==> config.mk <==
export PLATFORM = sky130hd
export DESIGN_NAME = r2mdc_ctrl
export DESIGN_NICKNAME = d
export VERILOG_FILES = /design/src/rtl/r2mdc_pkg.sv /design/src/rtl/r2mdc_stage_seq.sv /design/src/rtl/r2mdc_ctrl.sv
export SDC_FILE = /design/constraint.sdc
export NUM_CORES = 1
export LEC_CHECK = 0
export ABC_AREA = 1
export CORE_MARGIN = 4
export CORE_UTILIZATION = 41
export CTS_CLUSTER_SIZE = 25
export DETAILED_ROUTE_END_ITERATION = 12
export HOLD_SLACK_MARGIN = 0.06
export PLACE_DENSITY_LB_ADDON = 0.25
export SLEW_MARGIN = 20
export SYNTH_ARGS = -nofsm -noshare
export SYNTH_HDL_FRONTEND = slang
export SYNTH_SLANG_ARGS = --single-unit
==> constraint.sdc <==
create_clock -name clk -period 1.4 [get_ports clk]
set_input_delay 0.21 -clock clk [delete_from_list [all_inputs] [get_ports clk]]
set_output_delay 0.21 -clock clk [all_outputs]
set_load 0.005 [all_outputs]
==> src/rtl/r2mdc_pkg.sv <==
`default_nettype none
// ============================================================================
//  Module      : r2mdc_pkg
//  Description : Shared types and index helpers for the R2MDC FFT sequencer.
//                Holds the controller state encoding, the per-stage delay
//                offset, the total pipeline latency and twiddle-address
//                formation.
//  Revision    : 1.0  initial release
// ============================================================================
package r2mdc_pkg;

    // Reference FFT size used for the default latency constant.
    localparam int LOG2N_DEFAULT = 4;

    typedef enum logic [1:0] {
        IDLE  = 2'd0,
        RUN   = 2'd1,
        DRAIN = 2'd2
    } state_t;

    // Number of en-steps between the input and the entry of stage s:
    // D_s = N/2 - 2^(LOG2N-1-s).
    function automatic int stage_offset(input int log2n, input int s);
        return (1 << (log2n - 1)) - (1 << (log2n - 1 - s));
    endfunction

    // End-to-end latency in en-steps, equal to the offset of the last stage.
    function automatic int total_latency(input int log2n);
        return (1 << (log2n - 1)) - 1;
    endfunction

    localparam int D_TOT = total_latency(LOG2N_DEFAULT);

    // Twiddle index for stage s: the low (LOG2N-1-s) bits of the local index,
    // scaled by 2^s so every stage addresses the same full-size ROM.
    function automatic int tw_form(input int ks, input int log2n, input int s);
        return (ks & ((1 << (log2n - 1 - s)) - 1)) << s;
    endfunction

endpackage
`default_nettype wire

==> src/rtl/r2mdc_stage_seq.sv <==
`default_nettype none
// ============================================================================
//  Module      : r2mdc_stage_seq
//  Description : Per-stage index decode. Rebases the global pair index k to
//                the stage-local index k_s = k - D_s (mod N/2) and derives the
//                commutator select and twiddle ROM address from it.
//  Ports       : k        global pair index (LOG2N-1 bits)
//                sw       commutator cross/straight select (0 on last stage)
//                tw_addr  twiddle ROM address for this stage
//  Revision    : 1.0  initial release
// ============================================================================
module r2mdc_stage_seq
    import r2mdc_pkg::*;
#(
    parameter  int LOG2N = 4,
    parameter  int S     = 0,
    localparam int KW    = LOG2N - 1
) (
    input  logic [KW-1:0] k,
    output logic          sw,
    output logic [KW-1:0] tw_addr
);

    localparam logic [KW-1:0] c_offset = KW'(stage_offset(LOG2N, S));

    logic [KW-1:0] w_ks;

    // Unsigned subtraction wraps modulo N/2 in KW bits.
    assign w_ks    = k - c_offset;
    assign tw_addr = KW'(tw_form(int'(w_ks), LOG2N, S));

    // The last stage has no commutator; its twiddle is always W^0.
    if (S < LOG2N - 1) begin : g_sw
        assign sw = w_ks[LOG2N-2-S];
    end else begin : g_sw_last
        assign sw = 1'b0;
    end

endmodule
`default_nettype wire

==> src/rtl/r2mdc_ctrl.sv <==
`default_nettype none
// ============================================================================
//  Module      : r2mdc_ctrl
//  Description : Sequencer for an N-point radix-2 multipath delay commutator
//                FFT. Generates the global advance enable, per-stage
//                commutator selects and twiddle addresses, tags real data
//                through the pipeline and drains it with zero padding.
//  Ports       : clk, rst_n        clock, async active-low reset
//                in_valid/in_ready input pair handshake (ready low in DRAIN)
//                flush             request to pad and drain the pipeline
//                en                global pipeline advance enable
//                sw[s]             commutator select of stage s
//                tw_addr[s]        twiddle address slice of stage s
//                out_valid         last stage emits a real pair
//                out_first         that pair is frame index 0
//                busy              not idle or data still in flight
//  Revision    : 1.0  initial release
// ============================================================================
module r2mdc_ctrl
    import r2mdc_pkg::*;
#(
    parameter  int LOG2N = 4,
    localparam int TW_AW = LOG2N - 1
) (
    input  logic                     clk,
    input  logic                     rst_n,
    input  logic                     in_valid,
    output logic                     in_ready,
    input  logic                     flush,
    output logic                     en,
    output logic [LOG2N-2:0]         sw,
    output logic [LOG2N*TW_AW-1:0]   tw_addr,
    output logic                     out_valid,
    output logic                     out_first,
    output logic                     busy
);

    localparam int                c_kw      = LOG2N - 1;
    localparam int                c_d_tot   = total_latency(LOG2N);
    localparam logic [c_kw-1:0]   c_d_tot_k = c_kw'(c_d_tot);

    state_t             r_state;
    state_t             w_state_nxt;
    logic [c_kw-1:0]    r_k;
    logic [c_kw-1:0]    w_k_inc;
    logic [c_kw-1:0]    w_k_last;
    logic [c_d_tot-1:0] r_tag;
    logic [c_d_tot-1:0] w_tag_shift;
    logic               w_accept;
    logic [LOG2N-1:0]   w_sw_all;
    logic               w_unused_sw;

    // ------------------------------------------------------------------
    // Enable, handshake and tag shift
    // ------------------------------------------------------------------
    assign in_ready    = (r_state != DRAIN);
    assign w_accept    = in_ready & in_valid;
    // DRAIN advances every cycle so the datapath is fed zero pads.
    assign en          = w_accept | (r_state == DRAIN);
    assign w_k_inc     = r_k + c_kw'(1);
    assign w_tag_shift = (r_tag << 1) | c_d_tot'(w_accept);

    // ------------------------------------------------------------------
    // Output flags: the oldest tag bit lines up with the last stage.
    // ------------------------------------------------------------------
    assign w_k_last  = r_k - c_d_tot_k;
    assign out_valid = en & r_tag[c_d_tot-1];
    assign out_first = out_valid & (w_k_last == '0);
    assign busy      = (r_state != IDLE) | (|r_tag);

    // ------------------------------------------------------------------
    // State register and index/tag state
    // ------------------------------------------------------------------
    always_ff @(posedge clk or negedge rst_n) begin
        if (!rst_n) begin
            r_state <= IDLE;
            r_k     <= '0;
            r_tag   <= '0;
        end else begin
            r_state <= w_state_nxt;
            if (en) begin
                r_k   <= w_k_inc;
                r_tag <= w_tag_shift;
            end
        end
    end

    // ------------------------------------------------------------------
    // Next-state logic
    // ------------------------------------------------------------------
    always_comb begin
        w_state_nxt = r_state;
        case (r_state)
            IDLE: begin
                // A flush on an empty pipe has nothing to drain.
                if (flush && (in_valid || (|r_tag))) begin
                    w_state_nxt = DRAIN;
                end else if (in_valid) begin
                    w_state_nxt = RUN;
                end
            end
            RUN: begin
                if (flush) begin
                    w_state_nxt = DRAIN;
                end
            end
            DRAIN: begin
                // Leave only on a frame boundary with nothing left in flight
                // so the next frame starts aligned at k=0.
                if ((w_k_inc == '0) && (w_tag_shift == '0)) begin
                    w_state_nxt = IDLE;
                end
            end
            default: begin
                w_state_nxt = IDLE;
            end
        endcase
    end

    // ------------------------------------------------------------------
    // Per-stage commutator and twiddle sequencing
    // ------------------------------------------------------------------
    for (genvar s = 0; s < LOG2N; s++) begin : g_stage
        r2mdc_stage_seq #(
            .LOG2N (LOG2N),
            .S     (s)
        ) u_seq (
            .k       (r_k),
            .sw      (w_sw_all[s]),
            .tw_addr (tw_addr[s*TW_AW +: TW_AW])
        );
    end

    assign sw          = w_sw_all[LOG2N-2:0];
    assign w_unused_sw = w_sw_all[LOG2N-1];

endmodule
`default_nettype wire

* Yosys cells after proc, flatten, opt, wreduce, memory -nomap -nowiden
Cells that the tools add are included.
Word-level totals: flip-flop bits (word level) 12, latch bits 0, memory bits (writable) 0, bits in read-only memories 0, input port bits 4, output and inout port bits 20, logic and storage cells 34, memories kept 0
Cells by class: add/sub/neg operators 4, $mul 0, div/mod/pow operators 0, magnitude comparators 0, eq/ne operators 6, shift-type cells 0, multiplexer cells 5, bitwise operators 6, reduce and logical (&&, ||, !) cells 10
Operator list (number):
- $mux 2 | 4
- $logic_not 7->1 | 1
- $or 7x1->7 | 1
- $reduce_or 7->1 | 1
- $logic_not 3->1 | 2
- $pmux 2 s3 | 1
- $ne 2x2->1 const B | 2
- $add 3x1->3 const B | 1
- $and 1x1->1 | 3
- $ne 3x3->1 const B | 1
- $reduce_and 3->1 | 1
- $sub 3x3->3 const B | 1
- $eq 2x1->1 const B | 1
- $eq 2x2->1 const B | 1
- $logic_and 1x1->1 | 2
- $logic_not 2->1 | 1
- $ne 2x1->1 const B | 1
- $or 1x1->1 | 2
- $reduce_bool 2->1 | 1
- $sub 2x1->2 const B | 1
- $logic_or 1x1->1 | 1
- $sub 1x1->1 const B | 1

* Logic depth before layout (Yosys ltp)
word-level depth 7, depth in mapped cells 11, gate-level depth less buffers 11

* Cells and area by module
From an unflattened synthesis, not the netlist that was laid out.
Second synthesis, totals: cell total of the unflattened synthesis 104, area, all modules 822.0 um2
Modules (own cells, without submodules):
- r2mdc_ctrl | times used 1, cells each 85, area each 690.7 um2, seq. area each 300.3 um2
- r2mdc_stage_seq (g_stage[1].u_seq ...) | times used 3, cells each 5, area each 33.8 um2, seq. area each 0.0 um2
- r2mdc_stage_seq (g_stage[0].u_seq) | times used 1, cells each 4, area each 30.0 um2, seq. area each 0.0 um2

* Worst setup path after synthesis
No wires, ideal clock.
path kind reg-to-reg, start point register r_k[0], end point register r_state[0], library setup time 0.113 ns, data arrival time 1.184 ns, data required time 1.287 ns, setup slack 0.103 ns, cell stages (with the launch flop) 11, buffers on the path 0, period minus slack after synthesis 1.297 ns, path through dfrtp_1 -> ha_1 -> inv_1 -> nand2_1 -> nand2_2 -> nor2_2 -> nand2_1 -> a21oi_2 -> nand2_1 -> nand2_1 -> inv_1
On the way: cells in the longest elaborated chain, start to end 5
Ends and longest elaborated chain:
- start: declaration | line r2mdc_ctrl.sv:44 | logic [c_kw-1:0] r_k;
- start signal: assignment | line r2mdc_ctrl.sv:82 | r_k <= w_k_inc;
- $add 3x1->3 | line r2mdc_ctrl.sv:60 | assign w_k_inc = r_k + c_kw'(1);
- $logic_not 3->1 | line r2mdc_ctrl.sv:110 | if ((w_k_inc == '0) && (w_tag_shift == '0)) begin
- $logic_and 1x1->1 | line r2mdc_ctrl.sv:110
- $ne 2x1->1 (no line)
- $reduce_and 3->1 (no line)
- end signal: assignment | line r2mdc_ctrl.sv:80 | r_state <= w_state_nxt;
- end: declaration | line r2mdc_ctrl.sv:42 | state_t r_state;
No other way between the ends. A chain may end at the register's enable or synchronous reset.

* Final worst setup path
start point register r_state[0], end point output out_first
On the way: cells in the longest elaborated chain, start to end 5, elaborated cells on any way between the ends 6, those cells by class 2 x eq/ne; 4 x bitwise
Ends and longest elaborated chain:
- $ne 2x2->1 | line r2mdc_ctrl.sv:56 | assign in_ready = (r_state != DRAIN);
- $and 1x1->1 | line r2mdc_ctrl.sv:57 | assign w_accept = in_ready & in_valid;
- $or 1x1->1 * | line r2mdc_ctrl.sv:59 | assign en = w_accept | (r_state == DRAIN);
- $and 1x1->1 * | line r2mdc_ctrl.sv:67 | assign out_valid = en & r_tag[c_d_tot-1];
- $and 1x1->1 * | line r2mdc_ctrl.sv:68 | assign out_first = out_valid & (w_k_last == '0);
- end: declaration | line r2mdc_ctrl.sv:34 | output logic out_first,
Every way passes the cells marked *; elsewhere a longest branch is shown, timed or not.

==> qor.yml <==
outcome:
  failed_checks: "setup timing"
  status: "finished, violations left"
grt:
  grt-ovfl-total: 0
  grt_max_degree: 13
  antenna_found_initial: 0
  grt_use_total_pct: 14.6
  grt_pass1_vias: 735
  grt_first_pass_wirelength_um: 2990
pwr:
  max-vdd-ir-drop_mv: 1.15
  power.density_nw_per_um2: 2320
  leakage_uw: 0.000593
  power_uw: 2650
synthesis:
  ys_seq_area_share_pct: 37.2
  yosysTopAreaCellShare_pct: 37.2
  synth.most_common_cell: "nand2_1"
  synthCells: 101
  async_flop_share_pct: 100
  netlist_area_um2: 807
  synth_area_leaders: "dfrtp_1 (37%), buf_4 (14%), nand2_1 (13%)"
  avgSynthCellArea_um2: 7.99
  synth.distinct_cells: 21
  yosys_warnings: 0
  synthFlopType: "dfrtp_1"
  synth_area_leader_cell: "dfrtp_1"
  yosys-top-cells-count: "nand2_1 (27), buf_4 (15), inv_1 (15), dfrtp_1 (12), nor2_1 (7)"
  synth_seq_cells: 12
  synth_edf_count: 0
drt:
  via_count: 677
  wl_per_cell_um: 10.3
  drc: 0
  ant_nets: 0
  viasPerCell: 4.26
  drtIter0Drc: 8
  wirelength_um: 1650
  drtPass1Iterations: 4
final_layout:
  finalInstanceArea_um2: 1140
  drive_gt1_share_pct: 43.3
  antenna_cells: 0
  area_growth_pct: 41.7
  nets: 141
  layout.area.seq_um2: 300
  fill_cells: 167
  multiInputGateArea_um2: 380
clock_tree:
  cts.path.max_buffers: 2
  htree_levels: 1
  cts_buffers: 3
  clk_latency_ps: 270
  cts_tree: "yes"
  root_buffer: "clkbuf_4"
  clk_pin_slew_ps: 70
  clkSinkCount: 12
critical_path:
  r2r_end: "r_state[0]"
  cp-startpoint: "r_state[0]"
  crit_end: "out_first"
  r2r_start: "r_k[0]"
  crit_path_start_kind: "register"
  crit_fanout: 4
  rr_worst_depth: 11
  arrival_ps: 1320
  worstSetupEndpointType: "output pin"
  required_ps: 1190
  r2r_slack_ps: -30
  crit_type: "register to output pin"
floorplan:
  die-width_um: 52.4
  core_area_um2: 1800
  io_pins: 24
  die_h_um: 52.4
  initial_core_util_pct: 44.8
  die_area_um2: 2740
  rows: 15
sta:
  period_share_pct: 109
  setup_viol: 9
  period_minus_slack_ps: 1530
  setup_ws_ps: -127
  fmax_mhz: 655
  drv_slew: 0
  hold_viol_final: 0
  rsz0062_at_grt: "true"
  clock_skew_ps: 2.24
placement:
  dpl-instance-area_um2: 1030
  hpwl_um: 1260
  gp_congestion: 0.881
  port_buffers: 17
  preCtsSetupSlack_ps: -348
flow_run:
  cap_violations: 0
min_path:
  hp-class: "input port to asynchronous set/reset pin"
-- worst min path at each step --
stage / from / end / slack [ps] / cells after the start
6_report: rst_n / r_tag[5] / 230 / 2
5_1_grt: rst_n / r_tag[5] / 230 / 2
4_1_cts: rst_n / r_tag[5] / 220 / 2
3_5_place_dp: r_tag[1] / r_tag[1] / 470 / 2
3_3_place_gp: r_tag[2] / r_tag[2] / 470 / 2
2_1_floorplan: rst_n / r_k[0] / -90 / 0
-- stage by stage --
stage	utilization, %	std cells	setup TNS [ps]	hold WS (ps)
after global placement	57.4	150	-1080	469
after floorplan	-	106	0	-85.6
after global routing	63.5	159	-1560	232
after CTS	62.0	159	-865	224
final	63.5	159	-593	231
after detailed placement	57.4	150	-1200	474
-- cells in the final DEF, fill, tap and decap left out, drive strengths merged --
master          n
o21ai           6
buf            28
conb            6
xnor2           1
nand3           5
nor2           10
inv            16
nand2          28
dfrtp          12
clkdlybuf4s50   7
nor3            1
a21oi           2
ha              2
clkbuf          5
dlygate4sd2     4
nor4            1
-- power by group --
part / leakage, uW / switching [uW] / total (uW) / internal [uW]
Combinational: 0.000425 / 809 / 1740 / 935
Clock: 0.0000210 / 107 / 265 / 158
Sequential: 0.000148 / 127 / 643 / 516
-- registers in the layout, indices dropped and copies added, names as in the netlist --
| name | count |
|---|---|
| r_k | 3 |
| r_state | 2 |
| r_tag | 7 |
-- what timing repair did --
item	CTS	global route
pin swaps	10	9
hold buffers	0	0
gates resized for setup	33	18
buffers inserted	6	1
endpoints found under the setup margin	16	14
-- worst max-delay path: stages (launching register included) --
cell and delay [ps]:
dfrtp_1 410, nor2_4 140, buf_6 120, nor2_8 40
nor4_4 190, buf_2 140
-- layout make-up --
class,count,share of cell area (%)
inverter,16,5.25
multi-input combinational,62,33.3
sequential,12,26.3
timing repair buffer,40,29.3
clock buffer,4,3.17
tap,25,2.74
-- cells by family after synthesis --
group,synth area share [%]
compound gates,7.29
other cells,0.465
buf+inv,23.3
fa+ha+maj,3.10
simple gates,27.6
flops,37.2
xor+xnor,1.09
-- layer usage --
layer  GRT usage (%)  wire length (um)  vias up
met2            26.9               879       23
met5               0                 0        -
met1            15.3               621      300
li1                -                 -      350
met3            4.56               118        4
met4            5.11                26        0
Note: power is estimated with default switching activity, not from simulation.
